===== config.mk =====
export PLATFORM = sky130hd
export DESIGN_NAME = stream_join_collect
export DESIGN_NICKNAME = d
export VERILOG_FILES = /design/src/rtl/stream_join_collect.sv
export SDC_FILE = /design/constraint.sdc
export NUM_CORES = 1
export LEC_CHECK = 0
export BUFFER_PORTS_ARGS = -buffer_cell sky130_fd_sc_hd__clkbuf_2
export CAP_MARGIN = 20
export CORE_ASPECT_RATIO = 0.7
export CORE_MARGIN = 8
export CORE_UTILIZATION = 35
export DETAILED_ROUTE_END_ITERATION = 12
export PLACE_DENSITY = 0.61
export SLEW_MARGIN = 20
export SYNTH_ARGS = -nofsm -noshare
export SYNTH_HDL_FRONTEND = slang
export SYNTH_SLANG_ARGS = --single-unit

===== constraint.sdc =====
create_clock -name clk_i -period 2.2 [get_ports clk_i]
set_clock_uncertainty 0.15 [all_clocks]
set_input_delay 0.11 -clock clk_i [delete_from_list [all_inputs] [get_ports clk_i]]
set_output_delay 0.11 -clock clk_i [all_outputs]
set_load 0.05 [all_outputs]

===== src/rtl/stream_join_collect.sv =====
// Buffered stream join: collects one beat per selected lane into holding
// registers and emits a single registered multi-lane beat with a contributor mask.
package stream_join_pkg;
    typedef enum logic {
        ALL = 1'b0,
        ANY = 1'b1
    } stream_join_mode_e;
endpackage

module stream_join_collect #(
    parameter int unsigned NumInp        = 4,
    parameter int unsigned DataWidth     = 32,
    parameter int unsigned TimeoutCycles = 0
) (
    input  logic                                clk_i,
    input  logic                                rst_i,
    input  logic [NumInp-1:0]                   sel_i,
    input  stream_join_pkg::stream_join_mode_e  mode_i,
    input  logic [NumInp*DataWidth-1:0]         inp_data_i,
    input  logic [NumInp-1:0]                   inp_valid_i,
    output logic [NumInp-1:0]                   inp_ready_o,
    output logic [NumInp*DataWidth-1:0]         oup_data_o,
    output logic [NumInp-1:0]                   oup_mask_o,
    output logic                                oup_timeout_o,
    output logic                                oup_valid_o,
    input  logic                                oup_ready_i,
    output logic                                busy_o
);
    import stream_join_pkg::*;

    localparam bit          TimeoutEn = (TimeoutCycles > 0);
    localparam int unsigned CntW      = TimeoutEn ? $clog2(TimeoutCycles + 1) : 1;
    localparam logic [CntW-1:0] CntLast = CntW'(TimeoutEn ? TimeoutCycles - 1 : 0);
    localparam logic [CntW-1:0] CntMax  = CntW'(TimeoutCycles);

    typedef enum logic [1:0] {
        IDLE,
        COLLECT,
        OUTPUT
    } state_e;

    state_e                              state_q, state_d;
    logic [NumInp-1:0]                   sel_q, sel_d;
    stream_join_mode_e                   mode_q, mode_d;
    logic [NumInp-1:0]                   got_q, got_d;
    logic [NumInp-1:0][DataWidth-1:0]    data_q, data_d;
    logic [CntW-1:0]                     cnt_q, cnt_d;
    logic                                timeout_q, timeout_d;
    logic [NumInp*DataWidth-1:0]         oup_data_q, oup_data_d;
    logic [NumInp-1:0]                   oup_mask_q, oup_mask_d;
    logic                                oup_valid_q, oup_valid_d;
    logic                                busy_q, busy_d;

    logic [NumInp-1:0]                   accept;
    logic [NumInp-1:0]                   got_n;
    logic [NumInp-1:0][DataWidth-1:0]    inp_lanes;
    logic [NumInp-1:0][DataWidth-1:0]    masked;
    logic                                done;
    logic                                expire;

    assign inp_lanes   = inp_data_i;
    // Ready depends on registered state only, never on inp_valid_i.
    assign inp_ready_o = (state_q == COLLECT) ? (sel_q & ~got_q) : '0;

    assign oup_data_o    = oup_data_q;
    assign oup_mask_o    = oup_mask_q;
    assign oup_timeout_o = timeout_q;
    assign oup_valid_o   = oup_valid_q;
    assign busy_o        = busy_q;

    always_comb begin
        accept = inp_ready_o & inp_valid_i;
        got_n  = got_q | accept;
        done   = (mode_q == ANY) ? (|got_n) : (got_n == sel_q);
        // Completion in the expiring cycle takes precedence over the timeout.
        expire = TimeoutEn && (mode_q == ALL) && (|got_q) && (cnt_q == CntLast) && !done;

        state_d     = state_q;
        sel_d       = sel_q;
        mode_d      = mode_q;
        got_d       = got_q;
        data_d      = data_q;
        cnt_d       = cnt_q;
        timeout_d   = timeout_q;
        oup_data_d  = oup_data_q;
        oup_mask_d  = oup_mask_q;
        oup_valid_d = oup_valid_q;
        busy_d      = busy_q;

        for (int unsigned k = 0; k < NumInp; k++) begin
            if (accept[k]) begin
                data_d[k] = inp_lanes[k];
            end
        end
        for (int unsigned k = 0; k < NumInp; k++) begin
            masked[k] = got_n[k] ? data_d[k] : '0;
        end

        unique case (state_q)
            IDLE: begin
                data_d = data_q;
                if (|sel_i) begin
                    sel_d   = sel_i;
                    mode_d  = mode_i;
                    cnt_d   = '0;
                    busy_d  = 1'b1;
                    state_d = COLLECT;
                end
            end
            COLLECT: begin
                got_d = got_n;
                if ((|got_q) && (cnt_q != CntMax)) begin
                    cnt_d = cnt_q + 1'b1;
                end
                if (done || expire) begin
                    timeout_d   = expire;
                    oup_data_d  = masked;
                    oup_mask_d  = got_n;
                    oup_valid_d = 1'b1;
                    state_d     = OUTPUT;
                end
            end
            OUTPUT: begin
                data_d = data_q;
                if (oup_ready_i) begin
                    got_d       = '0;
                    cnt_d       = '0;
                    timeout_d   = 1'b0;
                    oup_data_d  = '0;
                    oup_mask_d  = '0;
                    oup_valid_d = 1'b0;
                    busy_d      = 1'b0;
                    state_d     = IDLE;
                end
            end
            default: begin
                state_d = IDLE;
            end
        endcase
    end

    always_ff @(posedge clk_i) begin
        if (rst_i) begin
            state_q     <= IDLE;
            sel_q       <= '0;
            mode_q      <= ALL;
            got_q       <= '0;
            data_q      <= '0;
            cnt_q       <= '0;
            timeout_q   <= 1'b0;
            oup_data_q  <= '0;
            oup_mask_q  <= '0;
            oup_valid_q <= 1'b0;
            busy_q      <= 1'b0;
        end else begin
            state_q     <= state_d;
            sel_q       <= sel_d;
            mode_q      <= mode_d;
            got_q       <= got_d;
            data_q      <= data_d;
            cnt_q       <= cnt_d;
            timeout_q   <= timeout_d;
            oup_data_q  <= oup_data_d;
            oup_mask_q  <= oup_mask_d;
            oup_valid_q <= oup_valid_d;
            busy_q      <= busy_d;
        end
    end

endmodule

* Yosys cells after proc, flatten, opt, wreduce, memory -nomap -nowiden
Index checks and enable logic that the tools add are counted.
Word-level totals: word-level logic and storage cells 62, input bits 140, bits in registers 274
Operators by class: reductions and logical operators 11, bitwise operators 4, muxes and demuxes 28, eq/ne operators 6
Operators by type and width (number):
- 128-bit two-way mux | 2
- 32-bit two-way mux | 8
- 128-bit one-hot mux with 2 select lines | 1
- 4-bit one-hot mux with 2 select lines | 2
- 4-bit two-way mux | 3
- 3-bit AND reduction | 3
- 4-bit bitwise AND | 2
- 4-bit OR reduction | 2
- 2-bit two-way mux | 3
- 2-bit != test (second input constant) | 3
- 1-bit one-hot mux with 2 select lines | 3
- 2-bit one-hot mux with 3 select lines | 1
- 1-bit two-way mux | 5
- 4-bit equality test | 1
- 4-bit NOT | 1
- 4-bit bitwise OR | 1
- 2-bit AND reduction | 2
- 2-bit nonzero test | 2
- 2-bit by 1-bit equality test with 1-bit output (second input constant) | 1
- 2-bit equality test (second input constant) | 1
- 2-bit zero test | 1
- 2-bit OR reduction | 1

* Longest topological paths before layout
depth in word-level cells 9, gate-level depth with buffers 8, depth with buffers taken out 5

* Worst setup path before layout
OpenSTA, ideal clock, no wires.
path kind flip-flop to flip-flop, start register state_q[1], end register oup_data_q[22] (netlist: oup_data_o[22]), stages on the path, launching flop included 7, setup time 127 ps, path buffers 1, arrival 2622 ps, slack -699 ps, cells stage by stage dfxtp_1 -> nand2b_1 -> nor3_1 -> nand2_1 -> buf_1 -> mux2i_1 -> o2bb2ai_1
On the way: word-level cells in the longest chain between the ends 8
Ends and longest elaborated chain:
- from (decl) | RTL line 42 | state_e state_q, state_d;
- from (signal assigned) | RTL line 156 | state_q <= state_d;
- 2-bit by 1-bit equality test with 1-bit output * | RTL line 63 | assign inp_ready_o = (state_q == COLLECT) ? (sel_q & ~got_q) : '0;
- 4-bit two-way mux * | RTL line 63
- net inp_ready_o[0] | RTL line 21 | output logic [NumInp-1:0] inp_ready_o,
- 4-bit bitwise AND * | RTL line 72 | accept = inp_ready_o & inp_valid_i;
- 4-bit bitwise OR | RTL line 73 | got_n = got_q | accept;
- 4-bit equality test or 4-bit OR reduction (tied branches) | RTL line 74 | done = (mode_q == ANY) ? (|got_n) : (got_n == sel_q);
- 1-bit two-way mux | RTL line 74
- 2-bit != test (no source line)
- 3-bit AND reduction (no source line)
- to (signal assigned) | RTL line 163 | oup_data_q <= oup_data_d;
- to (decl) | RTL line 49 | logic [NumInp*DataWidth-1:0] oup_data_q, oup_data_d;
Mark *: on every way through the listed nets, which the timed path passes. The rest lies on a longest branch. The select of a mux whose other input is x is not followed. A chain may end at the register's enable or synchronous reset.

* Final worst setup path
start register state_q[0], end register oup_data_q[67] (netlist: oup_data_o[67])
On the way: word-level cells in the longest chain between the ends 8
Ends and longest elaborated chain (RTL line):
- 2-bit by 1-bit equality test with 1-bit output | 63, 99
- 4-bit two-way mux | 63
- 4-bit bitwise AND | 72
- 4-bit bitwise OR | 73
- 4-bit equality test or 4-bit OR reduction (tied branches) | 74
- 1-bit two-way mux | 74
- 2-bit != test (no source line)
- 3-bit AND reduction (no source line)
Several ways; a longest one is shown, not always the timed one. The select of a mux whose other input is x is not followed.

==> run summary <==
The flow ran to the end, but the final reports show violations. The final reports fail on setup timing. The net count of the mapped netlist is 928, and the worst-case setup margin in the final layout is -0.0791 ns.

The required time at the worst-slack endpoint is 2.49 ns. Dividing the detail-routed wire length by the instance count gives 17.5 um. Ranked by total cell area, the synthesized netlist is headed by sky130_fd_sc_hd__dfxtp_1 60%, sky130_fd_sc_hd__mux2i_1 14%, sky130_fd_sc_hd__o2bb2ai_1 12%, sky130_fd_sc_hd__nor2_1 5.8%, sky130_fd_sc_hd__clkbuf_1 1.2%. The run gives -0.160 ns as the post-placement worst setup slack. TritonCTS built the clock tree.

The first TritonRoute pass finished after 6 iterations. In this run the worst hold path is classified as primary input to register. The floorplan step defined a core boundary enclosing 0.0256 mm2. The sequential-to-total area share from yosys stat was 0.601; the row count was 49. Setup repair after global routing could not meet its margin everywhere. The run gives 0.541 as the post-route core utilization.

After legalization and detailed placement, the total HPWL measured 17.1 mm. The critical path startpoint category is a register. The tools report the number of setup violations in the final report as 100. After detailed routing, the number of vias per cell comes to 4.75. For the post-synth design cell area, the log shows 0.00910 mm2. The post-placement cell area was 0.0111 mm2; the overall power was 12.3 mW. The worst setup path is captured at a register. The worst register-to-register path has a setup slack of -0.08 ns. VDD sags by at most 521 uV. The logs give 7506 for the via count of the routed design and 0.439 GHz for the highest attainable clock frequency. Power density relative to cell area: 888 mW/mm2. The portion of synthesized cell area occupied by the leading cell type came out at 0.601. Floorplan die width: 209 um. The tree is rooted in a sky130_fd_sc_hd__clkbuf_16. 0 antenna diodes ended up in the layout. Measured along the y axis, the die boundary spans 151 um. The maximum buffer depth of the clock tree was 3. Leaving out fill and tap cells, the most frequent cell in the layout is sky130_fd_sc_hd__clkbuf_2.

For this block, the routed nets add up to 27.7 mm of wire. The run gives 1 as the level count of the clock H-tree. The number of different library cells used by synthesis comes to 31. After technology mapping, the gate count stands at 788. The relative slew slack came out at 0.460. The count of buffers inserted at the top-level ports came out at 277. The run gives 0.52 ns as the source-to-sink clock delay at the later pin of the worst-skew pair. At the end of routability-driven placement, the weighted congestion stood at 0.775.

For this design the static power due to leakage is 6.63 nW. For this run, the post-layout net count is 1373. The run gives 0.355 as the effective utilization at floorplan.

The critical path in this run is classified as register to register. After synthesis, the mean cell area works out to 11.5 um2. The synthesis-stage register bit count came out at 273.

Clock tree synthesis found a total of 273 sinks. The run gives 0 as the post-route antenna net violation count. In this run the count of I/O pins placed on the die edge is 279. The transition time at the pin with the least slew margin was 0.811 ns. The remaining routing DRC violations is 0, and the clock slew seen by the registers of the worst setup and hold paths is 0.07 ns. At the worst endpoint, the arrival time is 2.57 ns. The share of post-route cells with drive strength above 1 was 0.333. The run gives 0 as the sum of overflow across all layers after global routing. The tool flagged a number of max-cap violations equal to 0. With fillers left out, the area of the finished cells amounts to 0.0139 mm2. The count of endpoints failing hold in the final timing report was 0. The number of max-slew violations in the final report is 0. The run gives 0 as the warning count from the yosys run. The wire length of the first global-routing pass was 42.5 mm; the signed area change from the synthesized netlist to the final layout was 52.3%. The period utilization was 1.04. The largest total area in the synthesized netlist belongs to sky130_fd_sc_hd__dfxtp_1. The initial antenna violation count is 0, and the pin count of the biggest net entering global routing is 72.

The die covers 0.0315 mm2. The number of global-route vias before repair is 7776. The global-route usage over all layers came out at 0.163.

In the layout the commonest cells are 276 x sky130_fd_sc_hd__clkbuf_2, 271 x sky130_fd_sc_hd__dfxtp_1, 143 x sky130_fd_sc_hd__dlygate4sd3_1. The logs give 314 for the DRC marker count from the first detailed-route iteration and 27 for the CTS buffer count. Counting I/O delays and the setup requirement, the final critical path takes 2.28 ns. Counting the fill cells in the layout gives 2228.

The worst-path maximum fanout is 16.
## worst max-delay path, stage by stage, from the launching register on
cell and delay, ns:
sky130_fd_sc_hd__dfxtp_2 0.32, sky130_fd_sc_hd__nor2b_4 0.16, sky130_fd_sc_hd__a31o_4 0.23, sky130_fd_sc_hd__or4b_4 0.57
sky130_fd_sc_hd__a31oi_4 0.18, sky130_fd_sc_hd__buf_6 0.15, sky130_fd_sc_hd__buf_12 0.15, sky130_fd_sc_hd__buf_12 0.15
sky130_fd_sc_hd__o2bb2ai_1 0.12
## per-stage QoR
step	TNS, ns	hold WS [ns]	cells
after floorplan	0	0.104	788
after global placement	-8.79	0.201	1376
after detailed placement	-15.62	0.209	1376
after CTS	-6.87	0.0665	1572
after global routing	-15.12	0.112	1579
final	-4.46	0.0839	1579
## power by group
group          leakage [nW]  internal [mW]  switching [mW]  total [mW]
combinational          4.02           1.29            1.43        2.72
clock                 0.404           2.53            1.83        4.35
sequential             2.20           5.14          0.0918        5.23
total                  6.63           8.95            3.35        12.3
## synthesized netlist by cell type
cell type and instances:
sky130_fd_sc_hd__o41ai_1 1, sky130_fd_sc_hd__buf_4 10, sky130_fd_sc_hd__a21bo_2 4, sky130_fd_sc_hd__nand2b_1 8, sky130_fd_sc_hd__a31o_2 3, sky130_fd_sc_hd__a21oi_1 6, sky130_fd_sc_hd__a31oi_4 1, sky130_fd_sc_hd__nand4_1 1
sky130_fd_sc_hd__conb_1 1, sky130_fd_sc_hd__nor2b_2 1, sky130_fd_sc_hd__a311oi_1 1, sky130_fd_sc_hd__nand2_1 8, sky130_fd_sc_hd__or4b_4 1, sky130_fd_sc_hd__nand3b_1 3, sky130_fd_sc_hd__clkbuf_1 28, sky130_fd_sc_hd__buf_1 10
sky130_fd_sc_hd__nand3_1 5, sky130_fd_sc_hd__o2bb2ai_1 129, sky130_fd_sc_hd__a22oi_1 7, sky130_fd_sc_hd__nor2b_1 1, sky130_fd_sc_hd__nor3_1 1, sky130_fd_sc_hd__o41ai_4 1, sky130_fd_sc_hd__a32o_1 1, sky130_fd_sc_hd__mux2i_1 129
sky130_fd_sc_hd__o21ai_0 1, sky130_fd_sc_hd__inv_1 3, sky130_fd_sc_hd__buf_2 8, sky130_fd_sc_hd__nor2_1 140, sky130_fd_sc_hd__dfxtp_1 273, sky130_fd_sc_hd__and2_1 1, sky130_fd_sc_hd__or3b_2 1
## per-layer routing
layer	share of wire	vias up	track usage
li1	-	3700	-
met1	0.47	3563	0.217
met2	0.44	212	0.261
met3	0.069	31	0.0511
met4	0.016	0	0.0313
met5	0	-	0
## registers in the layout, summed over array words and instances (netlist names)
signal,count
data_q,128
oup_data_o,128
got_q,4
oup_mask_o,4
sel_q,4
state_q,2
busy_o,1
mode_q,1
oup_valid_o,1
## path summary, 6_finish.rpt
| kind | from | end | depth (start not counted) |
|---|---|---|---|
| worst min register to register | oup_data_o[127] | oup_data_o[127] | 1 |
| worst max register to register | state_q[0] | oup_data_o[67] | 8 |
| worst max-delay path | state_q[0] | oup_data_o[67] | 8 |
| worst min-delay path | inp_valid_i[0] | data_q[30] | 5 |
## timing repair
| action | CTS | global route |
|---|---|---|
| setup buffers | 6 | 1 |
| pin swaps | 4 | 1 |
| gates resized for setup | 16 | 33 |
| hold endpoints to repair | 269 | 0 |
| endpoints found under the setup margin | 132 | 134 |
| hold buffers | 143 | 0 |
| cloned | 3 | 6 |
## final cells by class
type / count / area (um2) / share of cell area
sequential: 273 / 5470 / 0.395
multi-input combinational: 456 / 3580 / 0.258
timing repair buffer: 472 / 3550 / 0.256
clock buffer: 39 / 771 / 0.0556
tap: 331 / 414 / 0.0299
clock inverter: 5 / 56.3 / 0.00406
inverter: 3 / 11.3 / 0.000813
## kinds of logic (layout without fill, tap and decap cells)
group | after synthesis | count (layout) | synth area share
mux | 129 | 129 | 0.142
compound gates | 155 | 155 | 0.149
flops | 273 | 273 | 0.601
simple gates | 171 | 171 | 0.0778
buf+inv | 59 | 519 | 0.0296
other cells | 1 | 1 | 0.000412
Note: power is estimated with default switching activity, not from simulation.
